File: config.mk
export PLATFORM = sky130hd
export DESIGN_NAME = adc_pingpong_writer
export DESIGN_NICKNAME = d
export VERILOG_FILES = /design/src/rtl/acoustics_pkg.sv /design/src/rtl/pingpong_addr_gen.sv /design/src/rtl/adc_pingpong_writer.sv
export SDC_FILE = /design/constraint.sdc
export NUM_CORES = 1
export LEC_CHECK = 0
export ABC_CLOCK_PERIOD_IN_PS = 5450
export BUFFER_PORTS_ARGS = -buffer_cell sky130_fd_sc_hd__buf_2
export CAP_MARGIN = 20
export CORE_MARGIN = 8
export CORE_UTILIZATION = 56
export DETAILED_ROUTE_END_ITERATION = 10
export PLACE_DENSITY = 0.84
export SLEW_MARGIN = 40
export SYNTH_ARGS = -nofsm -noshare
export SYNTH_HDL_FRONTEND = slang
export SYNTH_HIERARCHICAL = 1
export SYNTH_SLANG_ARGS = --single-unit
File: constraint.sdc
create_clock -name BF_I_clk -period 5.45 [get_ports BF_I_clk]
set_clock_uncertainty 0.15 [all_clocks]
set_input_delay 0.545 -clock BF_I_clk [delete_from_list [all_inputs] [get_ports BF_I_clk]]
set_output_delay 0.545 -clock BF_I_clk [all_outputs]
set_load 0.005 [all_outputs]
File: src/rtl/acoustics_pkg.sv
// Shared constants and FSM encoding for the ADC ping-pong sample writer.
// Parameter defaults, derived field widths and the writer state type.
package acoustics_pkg;

  localparam int DEF_NUM_CH       = 4;
  localparam int DEF_DATA_W       = 16;
  localparam int DEF_PAGE_SAMPLES = 1024;
  localparam int DEF_ADDR_W       = 16;

  // Channel and set-index field widths inside the SRAM address
  localparam int CH_W  = $clog2(DEF_NUM_CH);
  localparam int IDX_W = $clog2(DEF_PAGE_SAMPLES);

  typedef enum logic {
    IDLE  = 1'b0,
    WRITE = 1'b1
  } state_t;

endpackage

File: src/rtl/pingpong_addr_gen.sv
// Channel / set-index / fill-bank counters for the ping-pong writer.
// Counters point at the next write; mem_addr, wrap and page_done describe the write on the bus.
module pingpong_addr_gen
  import acoustics_pkg::*;
#(
  parameter int NUM_CH       = DEF_NUM_CH,
  parameter int PAGE_SAMPLES = DEF_PAGE_SAMPLES,
  parameter int ADDR_W       = DEF_ADDR_W
) (
  input  logic              BF_I_clk,
  input  logic              srst,
  input  logic              issue,
  input  logic              flip,
  output logic [ADDR_W-1:0] mem_addr,
  output logic              wrap,
  output logic              page_done,
  output logic              fill_bank
);

  localparam int CH_BITS  = $clog2(NUM_CH);
  localparam int IDX_BITS = $clog2(PAGE_SAMPLES);

  logic [CH_BITS-1:0]  ch_reg;
  logic [IDX_BITS-1:0] set_idx_reg;
  logic                fill_bank_reg;
  logic                ch_last;
  logic                idx_last;
  logic [ADDR_W-1:0]   addr_next;

  assign ch_last   = (ch_reg == CH_BITS'(NUM_CH - 1));
  assign idx_last  = (set_idx_reg == IDX_BITS'(PAGE_SAMPLES - 1));
  assign addr_next = ADDR_W'({fill_bank_reg, set_idx_reg, ch_reg});
  assign fill_bank = fill_bank_reg;

  always_ff @(posedge BF_I_clk) begin
    if (srst) begin
      ch_reg        <= '0;
      set_idx_reg   <= '0;
      fill_bank_reg <= 1'b1;
      mem_addr      <= '0;
      wrap          <= 1'b0;
      page_done     <= 1'b0;
    end else begin
      if (issue) begin
        mem_addr  <= addr_next;
        ch_reg    <= ch_reg + 1'b1;
        wrap      <= ch_last;
        page_done <= ch_last && idx_last;
        // set_idx is a power-of-two counter, so the page wrap to 0 is free
        if (ch_last) begin
          set_idx_reg <= set_idx_reg + 1'b1;
        end
      end else begin
        wrap      <= 1'b0;
        page_done <= 1'b0;
      end
      if (flip) begin
        fill_bank_reg <= ~fill_bank_reg;
      end
    end
  end

endmodule

File: src/rtl/adc_pingpong_writer.sv
// Captures one ADC sample set per adc_valid and writes it channel-interleaved into a
// two-bank sample SRAM, handing full pages to the map controller via sample_rdy/bank_select.
module adc_pingpong_writer
  import acoustics_pkg::*;
#(
  parameter int NUM_CH       = DEF_NUM_CH,
  parameter int DATA_W       = DEF_DATA_W,
  parameter int PAGE_SAMPLES = DEF_PAGE_SAMPLES,
  parameter int ADDR_W       = DEF_ADDR_W
) (
  input  logic                     BF_I_clk,
  input  logic                     I_rst,
  input  logic                     soft_reset,
  input  logic                     adc_valid,
  input  logic [NUM_CH*DATA_W-1:0] adc_data,
  input  logic                     read_ack,
  output logic                     mem_we,
  output logic [ADDR_W-1:0]        mem_addr,
  output logic [DATA_W-1:0]        mem_wdata,
  output logic                     bank_select,
  output logic                     sample_rdy,
  output logic [ADDR_W-1:0]        cur_addr,
  output logic                     overrun,
  output logic                     sample_drop
);

  logic srst;
  assign srst = I_rst | soft_reset;

  state_t state_reg, state_next;
  logic   accept, issue, drop;
  logic   wrap, page_done, fill_bank;
  logic   rdy_after_ack, flip, overrun_set, sample_rdy_next;

  logic [NUM_CH*DATA_W-1:0] shift_reg;

  pingpong_addr_gen #(
    .NUM_CH      (NUM_CH),
    .PAGE_SAMPLES(PAGE_SAMPLES),
    .ADDR_W      (ADDR_W)
  ) u_addr_gen (
    .BF_I_clk (BF_I_clk),
    .srst     (srst),
    .issue    (issue),
    .flip     (flip),
    .mem_addr (mem_addr),
    .wrap     (wrap),
    .page_done(page_done),
    .fill_bank(fill_bank)
  );

  always_ff @(posedge BF_I_clk) begin
    if (srst) begin
      state_reg <= IDLE;
    end else begin
      state_reg <= state_next;
    end
  end

  always_comb begin
    state_next = state_reg;
    accept     = 1'b0;
    issue      = 1'b0;
    drop       = 1'b0;
    case (state_reg)
      IDLE: begin
        if (adc_valid) begin
          accept     = 1'b1;
          issue      = 1'b1;
          state_next = WRITE;
        end
      end
      WRITE: begin
        // A set arriving while busy, including on the final write cycle, is discarded
        drop = adc_valid;
        if (wrap) begin
          state_next = IDLE;
        end else begin
          issue = 1'b1;
        end
      end
      default: state_next = IDLE;
    endcase
  end

  // The ack is applied before page completion is judged, so a same-cycle ack still lets the bank flip
  always_comb begin
    rdy_after_ack   = sample_rdy & ~read_ack;
    flip            = page_done & ~rdy_after_ack;
    overrun_set     = page_done & rdy_after_ack;
    sample_rdy_next = page_done | rdy_after_ack;
  end

  always_ff @(posedge BF_I_clk) begin
    if (srst) begin
      mem_we      <= 1'b0;
      mem_wdata   <= '0;
      shift_reg   <= '0;
      bank_select <= 1'b0;
      sample_rdy  <= 1'b0;
      cur_addr    <= '0;
      overrun     <= 1'b0;
      sample_drop <= 1'b0;
    end else begin
      mem_we <= issue;
      if (accept) begin
        mem_wdata <= adc_data[DATA_W-1:0];
        shift_reg <= adc_data >> DATA_W;
      end else if (issue) begin
        mem_wdata <= shift_reg[DATA_W-1:0];
        shift_reg <= shift_reg >> DATA_W;
      end
      if (mem_we) begin
        cur_addr <= mem_addr;
      end
      sample_rdy <= sample_rdy_next;
      if (flip) begin
        bank_select <= fill_bank;
      end
      if (overrun_set) begin
        overrun <= 1'b1;
      end
      if (drop) begin
        sample_drop <= 1'b1;
      end
    end
  end

endmodule

# Word level (Yosys, flattened, before mapping)

Index checks and enable logic that the tools add are counted.

Flip-flop bits (word level): 110
Input bits: 69
Logic and storage cells: 41

$add $sub $neg: 2
Eq/ne operators: 2
Muxes and demuxes: 9
Bitwise operators: 10
Reduce and logical (&&, ||, !) cells: 4

Operators by type and width:

| kind                                                             | number |
|---|---|
| 48-bit two-way mux                                               | 2 |
| 16-bit two-way mux                                               | 2 |
| 10-bit by 1-bit adder with 10-bit output (second input constant) | 1 |
| 10-bit equality test (second input constant)                     | 1 |
| 1-bit inverter                                                   | 5 |
| 1-bit two-way mux                                                | 4 |
| 1-bit AND                                                        | 3 |
| 2-bit by 1-bit adder with 2-bit output (second input constant)   | 1 |
| 2-bit equality test (second input constant)                      | 1 |
| 1-bit OR                                                         | 2 |
| 1-bit one-hot mux with 2 select lines                            | 1 |
| 2-bit AND reduction                                              | 1 |
| 2-bit nonzero test                                               | 1 |
| 2-bit OR reduction                                               | 1 |
| 1-bit logical AND                                                | 1 |

# Longest topological paths before layout

Gate-level depths: netlist (run 1).

Depth after elaboration: 4
Mapped depth: 8
Gate-level depth less buffers: 5

# Modules after synthesis

The synthesis (run 1) kept the hierarchy.

By module, submodules not included:

| module              | instances | cells each | area each (sq um) | seq. area each (sq um) |
|---|---|---|---|---|
| adc_pingpong_writer | 1         | 366        | 3,498.4           | 1,701.6 |
| pingpong_addr_gen   | 1         | 115        | 1,099.8           | 560.5 |

# Worst setup path before layout (run 1)

No wires, ideal clock.

Path type: input to register
Start point: input port adc_valid
End point: register u_addr_gen.mem_addr[5]
Setup time: 0.128 ns
Arrival: 1.758 ns
Data required time: 5.172 ns
Slack: 3.414 ns
Stages on the path: 8
Path buffers: 4
Cells stage by stage: nand2b_1 > buf_4 > buf_2 > nand2_1 > buf_2 > buf_2 > mux2i_1 > nor2_1

Cells in the longest elaborated chain, start to end: 2

Ends and longest elaborated chain:

| element                               | line                      | source |
|---|---|---|
| start, declared                       | adc_pingpong_writer.sv:14 | `input logic adc_valid,` |
| 1-bit two-way mux                     | adc_pingpong_writer.sv:67 | `if (adc_valid) begin` |
| 1-bit one-hot mux with 2 select lines | adc_pingpong_writer.sv:65 | `case (state_reg)` |
| via issue                             | adc_pingpong_writer.sv:31 | `logic accept, issue, drop;` |
| end signal, assigned                  | pingpong_addr_gen.sv:45   | `mem_addr <= addr_next;` |
| end, declared                         | pingpong_addr_gen.sv:14   | `output logic [ADDR_W-1:0] mem_addr,` |

The timed path passes the listed nets, and every way through them passes these cells.
A chain may end at the register's enable or synchronous reset.

==> results.md, run 1 <==
* Seq/Total Area, Yosys at 49.2%
* Die Height at 107 µm
* Maximum vdd drop at 0.277 mV
* Post-synthesis cell type with the largest combined area: dfxtp_1
* Mux contribution to synthesized area at 6.75%
* Pin count of the biggest net entering global routing at 67
* Via count of the first global-routing pass at 3,934
* Slew HR at 49.8%
* Setup Fix Bufs, Post-CTS at 0
* Worst-Skew Late Latency at 500 ps
* Crit Path Class: reg -> reg
* DRT Wirelength at 11,400 µm
* Global-route wire length before repair at 18,100 µm
* IO Port Bufs at 118
* Top-count cell post-synth: dfxtp_1
* Met1 GRT Util at 21.6%
* CTS clock-pin slew for the worst setup and hold paths at 60 ps
* Post-route clock period utilization at 53.8%
* Worst setup SP type: flop
* RSZ-0062 raised after global routing: no
* Die W at 107 µm
* Grt peak-use layer: met2
* Share of the synthesized area in the top cell type at 49.2%
* Crit path DAT at 3210 ps
* Cell Area, Placed at 5090 µm²
* Max Cap Viol at 0
* Synth cell count leaders: dfxtp_1, nor3_1, o22ai_1
* Crit path max fanout at 51
* Longest Clk Path Bufs at 2
* Core area at 8090 µm²
* Post-synthesis compound-gate area fraction at 11.2%
* Clock root cell: clkbuf_8
* Crit path required time at 5730 ps
* Hold violation count in the final report at 0
* Clock sink total at 113
* Static leakage at 2.30 nW
* Area delta synth->final at 23.7%
* Via-per-instance ratio at 5.60
* Setup crit end kind: flop
* DRC viols at 0
* Final min period at 2930 ps
* DR pass1 iterations at 4
* Avg Cell Area, Syn at 9.56 µm²
* Number of synthesized flops with an enable pin at 0
* # rows at 33
* Die area at 11,400 µm²
* Layout cells sized above 1 at 35.5%
* H-tree depth at 4
* Slew @ Worst Pin at 753 ps
* Ports at 122
* DR WL/cell at 16.3 µm
* Fraction of the mapped netlist area in adder cells at 0.544%
* Detailed-route via count at 3,905
* Fin nets at 650
* Synth top area cells: dfxtp_1, nor3_2, mux2i_1
* Cell area power density at 376 nW/µm²
* Ys async rst share at 0%
* Largest register FFs at 48
* CTS tree: yes
* 1st-iter DRT viols at 109
* Final ANT Viol Nets at 0
* CTS Buf Count at 17
* Largest family of logic cells by synthesized area: simple AND/OR/NAND/NOR gates
* Final instance area at 5690 µm²
* Max Freq at 0.341 GHz
* Final hold slack at 129 ps
* Diode count at 0
* Synth cell types at 33
* HP Class: in -> reg
* Met2 Usage GRT at 32.6%
* Mapped Cells at 481
* Final GP Congestion at 0.772
* Initial Util at 56.8%
* DP HPWL at 7420 µm
* Synth Area in Simple Gates at 24.9%
* Gr ovfl total at 0
* Endpoints failing setup at 0
* Yosys warning count at 6
* Status: complete, no violations
* Hold bufs inserted after CTS at 0
* Setup TNS Final at 0 ps
* Seq cells post-synth at 113
* Post-synthesis xor/xnor area fraction at 0.762%
* Power, Total at 2.14 mW
* Met3 usage at 7.92%
* Post-cts gate resize count at 0
* Tot GR Track Use at 19.6%
* Synth Cell Area at 4600 µm²
* Slew Limit Fails at 0
* Fillcell total at 617
* Initial antenna violation count at 0
* Top FF cell, synth: dfxtp_1
-- layer usage --
layer / share of wire [%] / up-vias
met5: 0 / -
met4: 1.7 / 0
met3: 7.7 / 16
met2: 51 / 131
met1: 39 / 1854
li1: - / 1904
-- cells in the final DEF (no fill, tap or decap), drive strengths merged, types with 5 or more instances in the layout --
cell type | Yosys | final
dfxtp | 113 | 113
nand2b | 5 | 5
buf | 36 | 122
nand2 | 38 | 38
mux2i | 31 | 31
o22ai | 48 | 48
nor2 | 39 | 39
nor3 | 96 | 96
a21oi | 27 | 27
clkbuf | 9 | 22
-- area by class of cell --
class	count	area, µm²	area share (%)
Sequential cell	113	2260	39.8
Tap cell	105	131	2.31
Multi-Input combinational cell	321	2060	36.3
Timing Repair Buffer	122	621	10.9
Inverter	4	15.0	0.264
Clock buffer	22	463	8.14
Clock inverter	10	133	2.33
-- final timing paths --
kind                 startpoint                         to  cells past startpoint  slack [ps]
setup reg to reg         mem_we  u_addr_gen/set_idx_reg[8]                      5        2520
setup / recovery         mem_we  u_addr_gen/set_idx_reg[8]                      5        2520
hold / removal     adc_data[63]              shift_reg[47]                      3         130
hold reg to reg   shift_reg[36]              shift_reg[36]                      2         310
-- through the flow --
stage / util, % / setup WS, ps / instances
floorplan: - / 3410 / 483
global placement: 62.8 / 1950 / 665
detailed placement: 62.9 / 2560 / 665
CTS: 70.3 / 2530 / 697
global route: 70.3 / 2280 / 697
finish: 70.3 / 2520 / 697
-- cells by family after synthesis --
family	count (synthesis)
other	1
muxes	31
AOI/OAI and AO/OA	82
adders and majority gates	2
xor gates and xnor gates	4
and+or+nand+nor	199
DFF	113
buffers and inverters	49
-- where the power goes --
group          internal, mW  leakage (nW)  total, mW  switching, mW
Clock                 0.728         0.287       1.09          0.364
Combinational        0.0767          1.09      0.181          0.105
Sequential            0.851         0.918      0.867         0.0157
Total                  1.66          2.30       2.14          0.484
-- worst max-delay path, cell delays in order, from the launching register on --
cell and delay [ps]:
dfxtp_1 620, nand2b_4 420, nand2_2 580, nand4_1 350
or4_1 560, a21oi_1 150
(Power assumes the default switching activity.)
==> inputs of run 2 (changes only) <==
--- a/config.mk
+++ b/config.mk
@@ -5,13 +5,14 @@
 export SDC_FILE = /design/constraint.sdc
 export NUM_CORES = 1
 export LEC_CHECK = 0
-export ABC_CLOCK_PERIOD_IN_PS = 5450
+export ABC_AREA = 1
+export ABC_CLOCK_PERIOD_IN_PS = 2800
 export BUFFER_PORTS_ARGS = -buffer_cell sky130_fd_sc_hd__buf_2
 export CAP_MARGIN = 20
 export CORE_MARGIN = 8
-export CORE_UTILIZATION = 56
+export CORE_UTILIZATION = 54
 export DETAILED_ROUTE_END_ITERATION = 10
-export PLACE_DENSITY = 0.84
+export PLACE_DENSITY = 0.8
 export SLEW_MARGIN = 40
 export SYNTH_ARGS = -nofsm -noshare
 export SYNTH_HDL_FRONTEND = slang
==> constraint.sdc (replaced) <==
create_clock -name BF_I_clk -period 2.8 [get_ports BF_I_clk]
set_clock_uncertainty 0.15 [all_clocks]
set_input_delay 0.28 -clock BF_I_clk [delete_from_list [all_inputs] [get_ports BF_I_clk]]
set_output_delay 0.28 -clock BF_I_clk [all_outputs]
set_load 0.005 [all_outputs]
==> run 2 against run 1 <==
Non-clock buffer count increased by 63. Hold slack got worse by 110 ps. Global-route usage increased by 3.3 points. Critical path type unchanged. Design area grew 26%. Via count increased by 37%. Synthesized cell count rose by 65%. Utilization up 3.3 points. Largest power group unchanged. Clock power increased by 100%. Area after synthesis up 18%. Register-to-register slack lost 1800 ps. Worst setup slack got worse by 1800 ps. Flip-flop and latch count unchanged.
==> results.md, run 2 <==
* RSZ-0062 raised after global routing: no (unchanged)
* Status: complete, no violations (unchanged)
* Static leakage at 3.64 nW (was 2.30 nW)
* Global-route wire length before repair at 24,700 µm (was 18,100 µm)
* Post-cts gate resize count at 0 (unchanged)
* Slew HR at 50.2% (was 49.8%)
* IO Port Bufs at 118 (unchanged)
* Final GP Congestion at 0.798 (was 0.772)
* Synth top area cells: dfxtp_1, nand2_1, inv_1 (was dfxtp_1, nor3_2, mux2i_1)
* Commonest non-fill, non-tap cells in the layout: nand2_1, inv_1, buf_2 (was buf_2, dfxtp_1, nor3_1)
* CTS tree: yes (unchanged)
* Detailed-route via count at 5,333 (was 3,905)
* CTS Buf Count at 17 (unchanged)
* Setup crit end kind: flop (unchanged)
* Synth Cell Area at 5420 µm² (was 4600 µm²)
* Final ANT Viol Nets at 0 (unchanged)
* Endpoints failing setup at 0 (unchanged)
* Slew Limit Fails at 0 (unchanged)
* DRT Wirelength at 15,200 µm (was 11,400 µm)
* Seq pwr share at 38.0% (was 40.5%)
* DP HPWL at 8510 µm (was 7420 µm)
* Layout cells sized above 1 at 22.4% (was 35.5%)
* Number of synthesized flops with an enable pin at 0 (unchanged)
* Int Pwr at 3.37 mW (was 1.66 mW)
* CTS clock-pin slew for the worst setup and hold paths at 60 ps (about the same)
* Crit path DAT at 2300 ps (was 3210 ps)
* Ys async rst share at 0% (unchanged)
* Crit Path Class: reg -> reg (unchanged)
* Final min period at 2100 ps (was 2930 ps)
* Maximum vdd drop at 0.418 mV (was 0.277 mV)
* Hold violation count in the final report at 0 (unchanged)
* Via-per-instance ratio at 4.83 (was 5.60)
* Reg2reg path depth at 5 (unchanged)
* R2R setup slack at 700 ps (was 2520 ps)
* Seq cells post-synth at 113 (unchanged)
* Slew @ Worst Pin at 747 ps (was 753 ps)
* Synth cell count leaders: nand2_1, inv_1, dfxtp_1 (was dfxtp_1, nor3_1, o22ai_1)
* Reg2reg start: mem_we (unchanged)
* Top-count cell post-synth: nand2_1 (was dfxtp_1)
* Crit path required time at 3010 ps (was 5730 ps)
* Pin count of the biggest net entering global routing at 114 (was 67)
* H-tree depth at 4 (unchanged)
* Max Freq at 0.477 GHz (was 0.341 GHz)
* Cell area power density at 619 nW/µm² (was 376 nW/µm²)
* Area delta synth->final at 32.8% (was 23.7%)
* Worst-Skew Late Latency at 500 ps (about the same)
* Mapped Cells at 796 (was 481)
* Die W at 116 µm (was 107 µm)
* Core area at 9770 µm² (was 8090 µm²)
* # rows at 36 (was 33)
* Clock root cell: clkbuf_8 (unchanged)
* Initial antenna violation count at 1 (was 0)
* Longest Clk Path Bufs at 2 (unchanged)
* Crit path max fanout at 43 (was 51)
* Switching share of power at 24.3% (was 22.6%)
* DRC viols at 0 (unchanged)
* Largest register FFs at 48 (unchanged)
* Logic gate share of total power at 12.5% (was 8.5%)
* Tot GR Track Use at 22.9% (was 19.6%)
* Ports at 122 (unchanged)
* Clock sink total at 113 (unchanged)
* Share of the synthesized area in the top cell type at 41.8% (was 49.2%)
* Top FF cell, synth: dfxtp_1 (unchanged)
* DR WL/cell at 13.8 µm (was 16.3 µm)
* Initial Util at 55.4% (was 56.8%)
* R2R Path End: shift_reg[2] (was u_addr_gen/set_idx_reg[8])
* 1st-iter DRT viols at 584 (was 109)
* Yosys warning count at 6 (unchanged)
* Fin nets at 1,028 (was 650)
* Net Sw Power at 1.08 mW (was 484 µW)
* Setup TNS Final at 0 ps (unchanged)
* Worst setup SP type: flop (unchanged)
* Post-synthesis cell type with the largest combined area: dfxtp_1 (unchanged)
* Max Cap Viol at 0 (unchanged)
* Die area at 13,500 µm² (was 11,400 µm²)
* Gr ovfl total at 0 (unchanged)
* Clk pwr share at 49.6% (was 51.0%)
* Crit path to: shift_reg[2] (was u_addr_gen/set_idx_reg[8])
* Via count of the first global-routing pass at 5,243 (was 3,934)
* Worst Setup SP: mem_we (unchanged)
* DR pass1 iterations at 5 (was 4)
* Power, Total at 4.45 mW (was 2.14 mW)
* Post-route clock period utilization at 74.9% (was 53.8%)
* HP Class: in -> reg (unchanged)
* Most common cell after layout, fill and taps aside: nand2_1 (was buf_2)
* Die Height at 116 µm (was 107 µm)
* Seq/Total Area, Yosys at 41.8% (was 49.2%)
* Avg Cell Area, Syn at 6.81 µm² (was 9.56 µm²)
* Synth cell types at 25 (was 33)
-- run 2: timing repair --
item,4_1_cts,5_1_grt
hold buffers,61,0
endpoints found under the hold margin,61,0
buffers inserted,0,0
-- run 2: worst min path at each step --
| stage | startpoint | endpoint | slack [ps] | depth (start not counted) |
|---|---|---|---|---|
| 6_report | adc_data[0] | mem_wdata[0] | 20 | 5 |
| 2_1_floorplan | adc_data[48] | shift_reg[32] | 260 | 2 |
| 3_5_place_dp | cur_addr[12] | cur_addr[12] | 300 | 2 |
| 3_3_place_gp | cur_addr[7] | cur_addr[7] | 300 | 2 |
| 4_1_cts | adc_data[42] | shift_reg[26] | 1 | 5 |
| 5_1_grt | adc_data[21] | shift_reg[5] | 50 | 5 |
-- run 2: stage by stage --
stage / hold WS (ps) / cell area [µm²] / instances / setup slack [ps] / util (%)
floorplan: 265 / 5430 / 798 / 1030 / -
global placement: 296 / 5970 / 1010 / 816 / 61.0
detailed placement: 302 / 5970 / 1010 / 773 / 61.1
CTS: 0.952 / 7190 / 1103 / 727 / 73.6
global route: 47.2 / 7190 / 1104 / 567 / 73.6
finish: 16.0 / 7190 / 1104 / 703 / 73.6
-- run 2: cell families after synthesis --
family,after synthesis,synth area share [%]
buffers and inverters,181,14.6
other,1,0.0692
flip-flops,113,41.8
adder cells (fa/ha/maj),2,0.462
AND/OR/NAND/NOR,399,31.6
AO/OA/AOI/OAI,100,11.5
-- run 2: power by group through the flow --
stage               clock network (mW)  logic (mW)  registers [mW]
floorplan                            0       0.349            1.72
global placement                     0       0.463            1.72
detailed placement                   0       0.466            1.72
CTS                               2.22       0.541            1.69
global route                      2.31       0.618            1.69
finish                            2.21       0.556            1.69
-- run 2: critical path, stage by stage, from the launching register on --
cell and delay [ps]:
dfxtp_1 390, inv_2 290, nand2_4 100, nand2_2 280, buf_4 570, a21oi_1 140
-- run 2: final cells by class --
| type | count | area [µm²] |
|---|---|---|
| diodes | 1 | 2.50 |
| clock buffers | 21 | 449 |
| clock inverters | 11 | 160 |
| fillers | 731 | 2580 |
| inverters | 136 | 512 |
| multi-input cells | 504 | 2380 |
| flip-flops and latches | 113 | 2260 |
| well taps | 133 | 166 |
| repair buffers | 185 | 1260 |
-- run 2: metal layers --
layer  vias to the layer above  share of wire [%]  wire length [µm]  global-route usage, %
met5                         -                  0                 0                      0
met4                         0                3.5               536                   11.7
met3                        53                6.0               908                   5.89
met2                       188                 49              7420                   39.0
met1                      2372                 42              6350                   26.0
li1                       2720                  -                 -                      -
